## src/rtl/mux_nx1_pipe_if.sv

```systemverilog
// Handshake bundle for mux_nx1_pipe: flattened operand channels in, selected operand out.
interface mux_nx1_pipe_if #(
  parameter int unsigned WIDTH  = 32,
  parameter int unsigned NUM_IN = 4
);
  localparam int unsigned SEL_W = $clog2(NUM_IN);

  logic                    in_valid;
  logic                    in_ready;
  logic [SEL_W-1:0]        in_sel;
  logic [NUM_IN*WIDTH-1:0] in_data;
  logic                    out_valid;
  logic                    out_ready;
  logic [WIDTH-1:0]        out_data;
  logic [SEL_W-1:0]        out_sel;
  logic                    sel_err;

  modport master (
    output in_valid, in_sel, in_data, out_ready,
    input  in_ready, out_valid, out_data, out_sel, sel_err
  );

  modport slave (
    input  in_valid, in_sel, in_data, out_ready,
    output in_ready, out_valid, out_data, out_sel, sel_err
  );
endinterface

```

## src/rtl/mux_nx1_pipe.sv

```systemverilog
// Registered N:1 operand-select mux with a 2-entry skid buffer (main + skid) and valid/ready.
// Define MUX_NX1_SEL_ERR_EN to build the sticky out-of-range select flag (sel_err).
module mux_nx1_pipe #(
  parameter int unsigned WIDTH  = 32,
  parameter int unsigned NUM_IN = 4
) (
  input  logic              clk,
  input  logic              rst_n,
  mux_nx1_pipe_if.slave     bus
);
  localparam int unsigned SEL_W = $clog2(NUM_IN);

  logic             main_valid_q, main_valid_d;
  logic [WIDTH-1:0] main_data_q,  main_data_d;
  logic [SEL_W-1:0] main_sel_q,   main_sel_d;
  logic             skid_valid_q, skid_valid_d;
  logic [WIDTH-1:0] skid_data_q,  skid_data_d;
  logic [SEL_W-1:0] skid_sel_q,   skid_sel_d;
  logic             in_ready_q,   in_ready_d;

  logic             accept_c;
  logic             drain_c;
  logic [WIDTH-1:0] sel_data_c;

  assign accept_c = bus.in_valid & in_ready_q;
  assign drain_c  = main_valid_q & bus.out_ready;

  // Decoded AND-OR select; an out-of-range code matches no channel and yields zero.
  always_comb begin
    sel_data_c = '0;
    for (int unsigned i = 0; i < NUM_IN; i++) begin
      sel_data_c = sel_data_c
                 | (bus.in_data[i*WIDTH +: WIDTH] & {WIDTH{bus.in_sel == SEL_W'(i)}});
    end
  end

  always_comb begin
    main_valid_d = main_valid_q;
    main_data_d  = main_data_q;
    main_sel_d   = main_sel_q;
    skid_valid_d = skid_valid_q;
    skid_data_d  = skid_data_q;
    skid_sel_d   = skid_sel_q;

    if (drain_c && skid_valid_q) begin
      // in_ready is low while skid is occupied, so no accept can coincide here.
      main_valid_d = 1'b1;
      main_data_d  = skid_data_q;
      main_sel_d   = skid_sel_q;
      skid_valid_d = 1'b0;
    end else if (accept_c && (!main_valid_q || drain_c)) begin
      main_valid_d = 1'b1;
      main_data_d  = sel_data_c;
      main_sel_d   = bus.in_sel;
    end else if (accept_c) begin
      skid_valid_d = 1'b1;
      skid_data_d  = sel_data_c;
      skid_sel_d   = bus.in_sel;
    end else if (drain_c) begin
      main_valid_d = 1'b0;
    end

    in_ready_d = ~skid_valid_d;
  end

  always_ff @(posedge clk) begin
    if (!rst_n) begin
      main_valid_q <= 1'b0;
      main_data_q  <= '0;
      main_sel_q   <= '0;
      skid_valid_q <= 1'b0;
      skid_data_q  <= '0;
      skid_sel_q   <= '0;
      in_ready_q   <= 1'b0;
    end else begin
      main_valid_q <= main_valid_d;
      main_data_q  <= main_data_d;
      main_sel_q   <= main_sel_d;
      skid_valid_q <= skid_valid_d;
      skid_data_q  <= skid_data_d;
      skid_sel_q   <= skid_sel_d;
      in_ready_q   <= in_ready_d;
    end
  end

  assign bus.in_ready  = in_ready_q;
  assign bus.out_valid = main_valid_q;
  assign bus.out_data  = main_data_q;
  assign bus.out_sel   = main_sel_q;

`ifdef MUX_NX1_SEL_ERR_EN
  localparam logic [SEL_W:0] NUM_IN_L = (SEL_W+1)'(NUM_IN);

  logic sel_err_q, sel_err_d;

  // Sticky until reset; the offending beat still passes with zero data.
  always_comb begin
    sel_err_d = sel_err_q | (accept_c & ({1'b0, bus.in_sel} >= NUM_IN_L));
  end

  always_ff @(posedge clk) begin
    if (!rst_n) begin
      sel_err_q <= 1'b0;
    end else begin
      sel_err_q <= sel_err_d;
    end
  end

  assign bus.sel_err = sel_err_q;
`else
  assign bus.sel_err = 1'b0;
`endif
endmodule

```

## src/flat_wrapper.sv

```systemverilog
// flat-port wrapper written by rule: the top's interface ports become plain ports
module mux_nx1_pipe_flat 
#(
  parameter int unsigned WIDTH  = 32,
  parameter int unsigned NUM_IN = 4
)
  (clk, rst_n, bus_in_valid, bus_in_sel, bus_in_data, bus_out_ready, bus_in_ready, bus_out_valid, bus_out_data, bus_out_sel, bus_sel_err);
  mux_nx1_pipe_if #(.WIDTH(WIDTH), .NUM_IN(NUM_IN)) bus_i ();
  input  logic clk;
  input  logic rst_n;
  input wire logic [$bits(bus_i.in_valid)-1:0] bus_in_valid;
  input wire logic [$bits(bus_i.in_sel)-1:0] bus_in_sel;
  input wire logic [$bits(bus_i.in_data)-1:0] bus_in_data;
  input wire logic [$bits(bus_i.out_ready)-1:0] bus_out_ready;
  output wire logic [$bits(bus_i.in_ready)-1:0] bus_in_ready;
  output wire logic [$bits(bus_i.out_valid)-1:0] bus_out_valid;
  output wire logic [$bits(bus_i.out_data)-1:0] bus_out_data;
  output wire logic [$bits(bus_i.out_sel)-1:0] bus_out_sel;
  output wire logic [$bits(bus_i.sel_err)-1:0] bus_sel_err;
  assign bus_i.in_valid = bus_in_valid;
  assign bus_i.in_sel = bus_in_sel;
  assign bus_i.in_data = bus_in_data;
  assign bus_i.out_ready = bus_out_ready;
  assign bus_in_ready = bus_i.in_ready;
  assign bus_out_valid = bus_i.out_valid;
  assign bus_out_data = bus_i.out_data;
  assign bus_out_sel = bus_i.out_sel;
  assign bus_sel_err = bus_i.sel_err;
  mux_nx1_pipe #(.WIDTH(WIDTH), .NUM_IN(NUM_IN)) u_core (.clk(clk), .rst_n(rst_n), .bus(bus_i));
endmodule
```

## config.mk

```make
export PLATFORM = sky130hd
export DESIGN_NAME = mux_nx1_pipe_flat
export DESIGN_NICKNAME = d
export VERILOG_FILES = /design/src/rtl/mux_nx1_pipe_if.sv /design/src/rtl/mux_nx1_pipe.sv /design/src/flat_wrapper.sv
export SDC_FILE = /design/constraint.sdc
export NUM_CORES = 1
export LEC_CHECK = 0
export ABC_AREA = 1
export BUFFER_PORTS_ARGS = -buffer_cell sky130_fd_sc_hd__buf_2
export CORE_MARGIN = 2
export CORE_UTILIZATION = 35
export DETAILED_ROUTE_END_ITERATION = 10
export HOLD_SLACK_MARGIN = 0.03
export PLACE_DENSITY = 0.65
export SLEW_MARGIN = 10
export SYNTH_ARGS = -nofsm -noshare
export SYNTH_HDL_FRONTEND = slang
export SYNTH_SLANG_ARGS = --single-unit
export TNS_END_PERCENT = 100
```

## constraint.sdc

```tcl
create_clock -name clk -period 1.1 [get_ports clk]
set_input_delay 0.22 -clock clk [delete_from_list [all_inputs] [get_ports clk]]
set_output_delay 0.22 -clock clk [all_outputs]
set_load 0.02 [all_outputs]
```

==> parameters.txt, run 1 <==
Parameter                              Value

Status
  Result of the run ... finished, violations left
  Failing checks ... negative setup slack

Drt
  Via-per-instance ratio ... about 5.4
  Post-Route WL ... roughly 14 mm
  Count of vias placed by the detailed router ... 4,779
  Average wire length per cell after detail routing ... between 15 and 20 um
  Starting DRC count in detailed routing ... 290
  DRC violations left ... 0
  DR pass1 iterations ... 6
  Post-DRT Antenna Nets ... 0

Critical path
  First element of the critical path ... u_core.bus.in_ready
  Startpoint kind of the worst setup timing path ... register
  Worst setup EP type ... register
  Classification of the worst setup path ... reg -> reg
  Worst R2R Path Depth ... 7
  Endpoint of the most critical setup path ... u_core.skid_data_q[17]
  Critical Path Fanout Max ... 7
  Slowest Stage Delay on Critical Path ... between 0.3 and 0.4 ns
  Cell breakdown of the critical path ... nand2_2 > buf_6 > nor2_4 > buf_12 > clkbuf_16 > o21ai_2 > a21oi_1
  Arrival time of data at the critical path endpoint ... 1.50 ns
  RR Startpoint ... u_core.bus.in_ready
  CP max-delay cell ... sky130_fd_sc_hd__dfxtp_2
  Endpoint of the most critical register-to-register path ... u_core.skid_data_q[17]
  Required time at the endpoint of the critical path ... roughly 1.4 ns
  FF-to-FF setup slack ... -0.14 ns

Pwr
  Final Power ... roughly 6 mW
  Psw ... 1.81 mW
  PwrDens ... around 1100 nW/um^2
  Clock share of power ... 30.5%
  Max rail drop VDD ... 709 uV
  Total leakage power ... about 2.7 nW
  Sequential share of power ... a little under half
  Portion of total power attributed to combinational logic ... 24.0%
  Internal power component ... roughly 4.3 mW
  Switching power as a share of total power ... between 20 and 30%

Clock network
  Clock net sink count ... 71
  Clock tree root driver cell ... sky130_fd_sc_hd__clkbuf_8
  Number of buffers added by the clock tree synthesis step ... 9
  H-tree lvl count ... 3
  Clock tree from TritonCTS ... yes
  Clock transition at the register clock pins on the worst setup and hold paths after CTS ... approximately 0.070 ns
  Worst-skew pair later-pin latency ... approximately 0.34 ns
  Number of buffers on the longest clock path ... 2

Synthesis
  Synth Cell Area ... roughly 3700 um^2
  Yosys Warn Count ... 0
  Library cells used by synthesis ... 19
  Top-area cell type share of the netlist area ... 37.9%
  Share of synthesized area occupied by flip-flops and latches ... between 30 and 40%
  Mapped Avg Cell Area ... 6.60 um^2
  Net Count, Synth ... about 700
  Seq cells post-synth ... 71
  Main area contributors after synthesis ... sky130_fd_sc_hd__dfxtp_1 38%, sky130_fd_sc_hd__a21oi_1 14%, sky130_fd_sc_hd__nand3_1 13%
  Biggest area consumer among synthesized cells ... sky130_fd_sc_hd__dfxtp_1
  Number of cells produced by synthesis ... roughly 570

Global route
  Antenna violations before repair ... 0
  Via count of the first global-routing pass ... approximately 4,500
  Remaining global-route overflow ... 0
  GRT Total Usage ... between 20% and 30%
  Largest net degree at the start of global routing ... 36
  First-pass GRT wire length ... 21.5 mm

STA
  Total Neg Setup Slack ... -7.25 ns
  Setup repair after global routing missed its margin ... yes
  F_max ... about 0.81 GHz
  Shortest period the worst path allows ... about 1.2 ns
  Final worst-path cycle share ... 113%
  Hold Vio Cnt, Final ... 0
  Final number of setup-violating endpoints ... 71
  Maximum clock skew at final layout ... between 0.01 and 0.015 ns
  Setup slack after layout ... -0.142 ns
  Number of max-slew violations in the final report ... 0

Worst hold path
  Kind of path behind the tightest hold check ... in -> reg
  Hold path startpoint ... rst_n

Run
  Maximum Capacitance Violations ... 0

Floorplan
  Area enclosed by the die boundary ... 11,600 um^2
  Die span in x ... roughly 110 um
  Floorplan Core Area ... ~10,000 um^2
  Initial Utilization ... 36.1%
  # IOs ... ~170
  Standard-cell rows ... 37
  Vert. Die Dim ... 107 um

Final layout
  Register cell area after layout ... between 1000 and 1500 um^2
  Highest-count cells in the layout ignoring fill and taps ... 150 x sky130_fd_sc_hd__buf_2, 99 x sky130_fd_sc_hd__nand2_1, 96 x sky130_fd_sc_hd__nand3_1
  Most common cell after layout, fill and taps aside ... sky130_fd_sc_hd__buf_2
  Layout Area Growth over Synthesis ... 50.8%
  Proportion of layout cells with a drive suffix above 1 ... 39.4%
  Nets ... 874
  Final standard cell count with taps included and fillers excluded ... a little under 900
  Fill cell instance count of the final layout ... 982
  Area of combinational cells with multiple inputs ... 2300 um^2
  Total inserted antenna cells ... 0

Placed design
  Total instance count after detailed placement ... roughly 850
  Port bufs ... between 150 and 200
  Post-Place Worst Slack ... -0.311 ns
  Post-detail-place hpwl ... 8.91 mm
  Routability cong. ... approximately 0.90
==> cell type report <==
| type | instances | area share (%) |
|---|---|---|
| clock buffer | 12 | 2.92 |
| clock inverter | 1 | 0.0886 |
| inverter | 6 | 0.841 |
| multi-input combinational | 441 | 40.7 |
| sequential | 71 | 25.4 |
| tap | 136 | 3.01 |
| timing repair buffer | 211 | 27.0 |
==> metal layers <==
layer / vias to the layer above / global-route usage [%] / wire length [um]
met5: - / 0 / 0
met4: 0 / 8.70 / 278
met3: 24 / 4.18 / 912
met2: 180 / 38.7 / 7000
met1: 2260 / 29.5 / 6020
li1: 2315 / - / -
==> per-stage QoR <==
| step | util [%] | hold WS, ns | area [um^2] |
|---|---|---|---|
| 5_1_grt | 54.5 | 0.215 | 5650 |
| 3_5_place_dp | 46.4 | 0.448 | 4820 |
| 6_report | 54.5 | 0.203 | 5650 |
| 4_1_cts | 51.5 | 0.183 | 5340 |
| 2_1_floorplan | - | 0.420 | 3770 |
| 3_3_place_gp | 46.4 | 0.446 | 4820 |
==> state kept, by name, summed over array words and instances (netlist names) <==
register	flops
u_core.bus.out_sel	2
u_core.bus.out_valid	1
u_core.bus.out_data	32
u_core.skid_data_q	32
u_core.skid_valid_q	1
u_core.bus.in_ready	1
u_core.skid_sel_q	2
==> repair_timing <==
item | in CTS | in global routing
hold buffers | 0 | 0
cloned | 4 | 7
buffers inserted | 2 | 1
hold endpoints to repair | 0 | 0
endpoints found under the setup margin | 67 | 90
resized for setup | 60 | 70
pin swaps | 4 | 13
==> cells by family after synthesis <==
logic type             after synthesis  share of synthesized area, %
AND/OR/NAND/NOR                    236                          27.3
buffers and inverters               56                          7.45
other                                1                         0.100
AO/OA/AOI/OAI                      204                          27.2
flip-flops                          71                          37.9
==> power by group through the flow <==
stage | clock [mW] | sequential [mW] | combinational (mW)
2_1_floorplan | 0 | 2.92 | 0.626
3_3_place_gp | 0 | 2.81 | 1.25
3_5_place_dp | 0 | 2.81 | 1.29
4_1_cts | 1.88 | 2.76 | 1.36
5_1_grt | 2.02 | 2.78 | 1.60
6_report | 1.86 | 2.77 | 1.46
==> how the worst min path moves through the flow <==
stage / end / depth (start not counted) / slack [ns]
after floorplan: u_core.bus.out_valid / 3 / 0.42
after global placement: u_core.bus.out_sel[1] / 2 / 0.45
after detailed placement: u_core.bus.out_sel[1] / 2 / 0.45
after CTS: u_core.bus.out_valid / 3 / 0.18
after global routing: u_core.bus.out_valid / 3 / 0.21
final: u_core.bus.out_valid / 3 / 0.20
==> synth_stat cells <==
| master | number |
|---|---|
| sky130_fd_sc_hd__clkinv_1 | 1 |
| sky130_fd_sc_hd__clkbuf_1 | 12 |
| sky130_fd_sc_hd__o21ai_1 | 28 |
| sky130_fd_sc_hd__nand2_2 | 1 |
| sky130_fd_sc_hd__and2_1 | 1 |
| sky130_fd_sc_hd__nor2_1 | 33 |
| sky130_fd_sc_hd__buf_4 | 9 |
| sky130_fd_sc_hd__inv_2 | 1 |
| sky130_fd_sc_hd__nand2_1 | 102 |
| sky130_fd_sc_hd__nand3_1 | 96 |
| sky130_fd_sc_hd__dfxtp_1 | 71 |
| sky130_fd_sc_hd__o21ai_0 | 73 |
| sky130_fd_sc_hd__buf_1 | 1 |
| sky130_fd_sc_hd__nand3_2 | 1 |
| sky130_fd_sc_hd__conb_1 | 1 |
| sky130_fd_sc_hd__nor2_2 | 2 |
| sky130_fd_sc_hd__inv_1 | 4 |
| sky130_fd_sc_hd__a21oi_1 | 103 |
| sky130_fd_sc_hd__buf_2 | 28 |
==> critical path: cells and delay by family, from the launching register on <==
family | cells | cell delay (ns)
AO/OA/AOI/OAI | 2 | 0.18
buffers and inverters | 3 | 0.44
AND/OR/NAND/NOR | 2 | 0.20
flip-flops | 1 | 0.34
Power figures use the tool's default switching activity.
==> run 2, diff against run 1 <==
ABC_AREA = not set   (was 1)
CTS_BUF_LIST = sky130_fd_sc_hd__clkbuf_16   (was not set)
==> parameters.txt, run 2 <==
Parameter                              Value

Synthesis
  Mapped Avg Cell Area ... 10.5 um^2 (+60%)
  Top-area cell type share of the netlist area ... 36.9% (-1.0 points)
  Yosys Warn Count ... 0 (unchanged)
  Number of cells produced by synthesis ... 366 (-36%)
  Share of synthesized area occupied by flip-flops and latches ... 36.9% (-1.0 points)
  Biggest area consumer among synthesized cells ... sky130_fd_sc_hd__dfxtp_1
  Synth Cell Area ... 3850 um^2 (+2.8%)
  Net Count, Synth ... 500 (-29%)
  Share of synthesized flip-flops with an asynchronous set or reset ... 0% (unchanged)
  Most frequent cell after synthesis ... sky130_fd_sc_hd__nand2_1
  Ys flop type ... sky130_fd_sc_hd__dfxtp_1
  Library cells used by synthesis ... 28 (+9)
  Most numerous cell types in the synthesized netlist ... 101 x sky130_fd_sc_hd__nand2_1, 71 x sky130_fd_sc_hd__dfxtp_1, 35 x sky130_fd_sc_hd__a21oi_1, 32 x sky130_fd_sc_hd__mux4_2, 32 x sky130_fd_sc_hd__o2bb2ai_1
  Main area contributors after synthesis ... sky130_fd_sc_hd__dfxtp_1 37%, sky130_fd_sc_hd__mux4_2 19%, sky130_fd_sc_hd__a311oi_2 12%
  Seq cells post-synth ... 71 (unchanged)
  Number of enable flip-flop cells after synthesis ... 0 (unchanged)

Drt
  Starting DRC count in detailed routing ... 160 (-45%)
  Post-Route WL ... 12.3 mm (-13%)
  DR pass1 iterations ... 4 (-2)
  Via-per-instance ratio ... 5.33 (-2.0%)
  Post-DRT Antenna Nets ... 0 (unchanged)
  Count of vias placed by the detailed router ... 3,685 (-23%)
  Average wire length per cell after detail routing ... 17.9 um (+10%)
  DRC violations left ... 0 (unchanged)

Clock network
  H-tree lvl count ... 3 (unchanged)
  Number of buffers added by the clock tree synthesis step ... 9 (unchanged)
  Clock transition at the register clock pins on the worst setup and hold paths after CTS ... 0.06 ns (about the same)
  Number of buffers on the longest clock path ... 2 (unchanged)
  Clock tree root driver cell ... sky130_fd_sc_hd__clkbuf_16
  Clock tree from TritonCTS ... yes
  Worst-skew pair later-pin latency ... 0.33 ns (about the same)
  Clock net sink count ... 71 (unchanged)

Floorplan
  Area enclosed by the die boundary ... 11,900 um^2 (+2.7%)
  Initial Utilization ... 35.7% (-0.43 points)
  Vert. Die Dim ... 109 um (+1.4%)
  Die span in x ... 109 um (+1.4%)
  Floorplan Core Area ... 10,800 um^2 (+4.1%)
  # IOs ... 171 (unchanged)
  Standard-cell rows ... 38 (+2.7%)

Critical path
  Classification of the worst setup path ... reg -> reg
  CP max-delay cell ... sky130_fd_sc_hd__dfxtp_4
  Worst R2R Path Depth ... 4 (-3)
  Critical path buffers and inverters ... 1 (-2)
  Startpoint kind of the worst setup timing path ... register
  Number of stages on the worst setup path ... 4 (-3)
  Cell breakdown of the critical path ... a22o_4 > and2_4 > buf_12 > a311oi_2
  Slowest Stage Delay on Critical Path ... 0.37 ns (+0.03 ns)
  Cell class contributing the biggest share of worst-path delay ... compound AO/OA/AOI/OAI gates
  Critical Path Fanout Max ... 11 (+4)
  Arrival time of data at the critical path endpoint ... 1.54 ns (+0.04 ns)
  Worst setup EP type ... register
  Required time at the endpoint of the critical path ... 1.33 ns (-0.03 ns)

STA
  Hold WS ... 0.306 ns (+0.104 ns)
  Final number of setup-violating endpoints ... 72 (+1.4%)
  Hold Vio Cnt, Final ... 0 (unchanged)
  Setup slack after layout ... -0.207 ns (-0.0653 ns)
  Number of max-slew violations in the final report ... 0 (unchanged)
  Maximum clock skew at final layout ... 0.00454 ns (-0.00814 ns)
  Final worst-path cycle share ... 119% (+5.9 points)
  Shortest period the worst path allows ... 1.31 ns (+0.0653 ns)
  F_max ... 0.765 GHz (-5.0%)
  Setup repair after global routing missed its margin ... yes

Status
  Result of the run ... finished, violations left
  Failing checks ... negative setup slack

Global route
  Largest net degree at the start of global routing ... 34 (-5.6%)
  GRT Total Usage ... 20.4% (-2.7 points)
  Via count of the first global-routing pass ... 3,622 (-20%)
  First-pass GRT wire length ... 18.5 mm (-14%)
  Remaining global-route overflow ... 0 (unchanged)
  Antenna violations before repair ... 1 (+1)

Final layout
  Nets ... 680 (-22%)
  Proportion of layout cells with a drive suffix above 1 ... 55.7% (+16 points)
  Layout Area Growth over Synthesis ... 44.2%
  Most common cell after layout, fill and taps aside ... sky130_fd_sc_hd__buf_2
  Cell area after layout ... 5560 um^2 (-1.6%)
  Total inserted antenna cells ... 0 (unchanged)
  Highest-count cells in the layout ignoring fill and taps ... 163 x sky130_fd_sc_hd__buf_2, 96 x sky130_fd_sc_hd__nand2_1, 67 x sky130_fd_sc_hd__dfxtp_1

Run
  Maximum Capacitance Violations ... 0 (unchanged)

Pwr
  Total leakage power ... 2.30 nW (-14%)
  Max rail drop VDD ... 612 uV (-14%)
  PwrDens ... 1240 nW/um^2 (+15%)

Placed design
  Routability cong. ... 0.784 (-13%)
  DP Area ... 5000 um^2 (+3.9%)
  Post-detail-place hpwl ... 8.48 mm (-4.7%)
  Port bufs ... 169 (unchanged)

Worst hold path
  Hold path depth ... 4 (+1)
  Kind of path behind the tightest hold check ... in -> reg
run 2: changes by cell type after synthesis, moves of 6 or more:
cell,delta
sky130_fd_sc_hd__a21oi_1,-68
sky130_fd_sc_hd__o21ai_0,-72
sky130_fd_sc_hd__mux4_2,+32
sky130_fd_sc_hd__o2bb2ai_1,+32
sky130_fd_sc_hd__buf_4,-6
sky130_fd_sc_hd__a311oi_2,+30
sky130_fd_sc_hd__o21ai_1,-27
sky130_fd_sc_hd__nand3_1,-95
sky130_fd_sc_hd__nor2_1,-30
sky130_fd_sc_hd__buf_6,+6
sky130_fd_sc_hd__buf_2,-11
run 2: power by group:
| part | internal (mW) | leakage (nW) | switching, mW |
|---|---|---|---|
| sequential | 2.68 | 0.581 | 0.0624 |
| clock | 1.64 | 0.137 | 1.12 |
| combinational | 0.702 | 1.59 | 0.696 |
| total | 5.03 | 2.30 | 1.88 |
run 2: what timing repair did:
action | 4_1_cts | 5_1_grt
resized for setup | 21 | 13
hold endpoints to repair | 0 | 0
buffers inserted | 2 | 2
setup endpoints to repair | 70 | 77
cloned | 2 | 2
pin swaps | 1 | 2
hold buffers | 0 | 0
run 2: cell families after synthesis:
| kind of cell | count (synthesis) | synth area share [%] |
|---|---|---|
| simple gates | 111 | 11.5 |
| compound gates | 104 | 24.9 |
| flops | 71 | 36.9 |
| buf+inv | 45 | 7.40 |
| mux | 34 | 19.2 |
| other cells | 1 | 0.0973 |
run 2: metrics by stage:
| stage | utilization [%] | setup TNS (ns) | cells | setup slack [ns] | total power, mW |
|---|---|---|---|---|---|
| after floorplan | - | -11.80 | 366 | -0.261 | 3.65 |
| after global placement | 46.4 | -17.63 | 667 | -0.329 | 4.13 |
| after detailed placement | 46.4 | -18.74 | 667 | -0.344 | 4.16 |
| after CTS | 50.3 | -6.96 | 687 | -0.196 | 6.93 |
| after global routing | 51.5 | -11.99 | 691 | -0.226 | 7.19 |
| final | 51.5 | -9.02 | 691 | -0.207 | 6.91 |
run 2: worst register-to-register path, delay by kind of cell (launching register included):
family,cells,cell delay (ns)
simple gates,1,0.19
buf+inv,1,0.17
flops,1,0.37
compound gates,2,0.49
run 2: worst paths after layout:
| kind | slack (ns) | start | end |
|---|---|---|---|
| max reg2reg | -0.21 | u_core.bus.out_valid | u_core.bus.out_data[25] |
| min reg2reg | 0.45 | u_core.skid_data_q[15] | u_core.skid_data_q[15] |
| min | 0.31 | bus_out_ready | u_core.bus.out_valid |
| max | -0.21 | u_core.bus.out_valid | u_core.bus.out_data[25] |
run 2: routing by layer:
layer	wire length (um)	GRT usage, %
met5	13	0
met3	865	4.18
met2	6050	35.0
met4	194	7.33
met1	5220	25.3
run 2: cell type report:
| type | count | area [um^2] |
|---|---|---|
| Fill cell | 963 | 5240 |
| Tap cell | 140 | 175 |
| Inverter | 2 | 7.51 |
| Clock buffer | 10 | 250 |
| Multi-Input combinational cell | 250 | 2210 |
| Clock inverter | 6 | 32.5 |
| Sequential cell | 71 | 1430 |
| Timing Repair Buffer | 212 | 1450 |
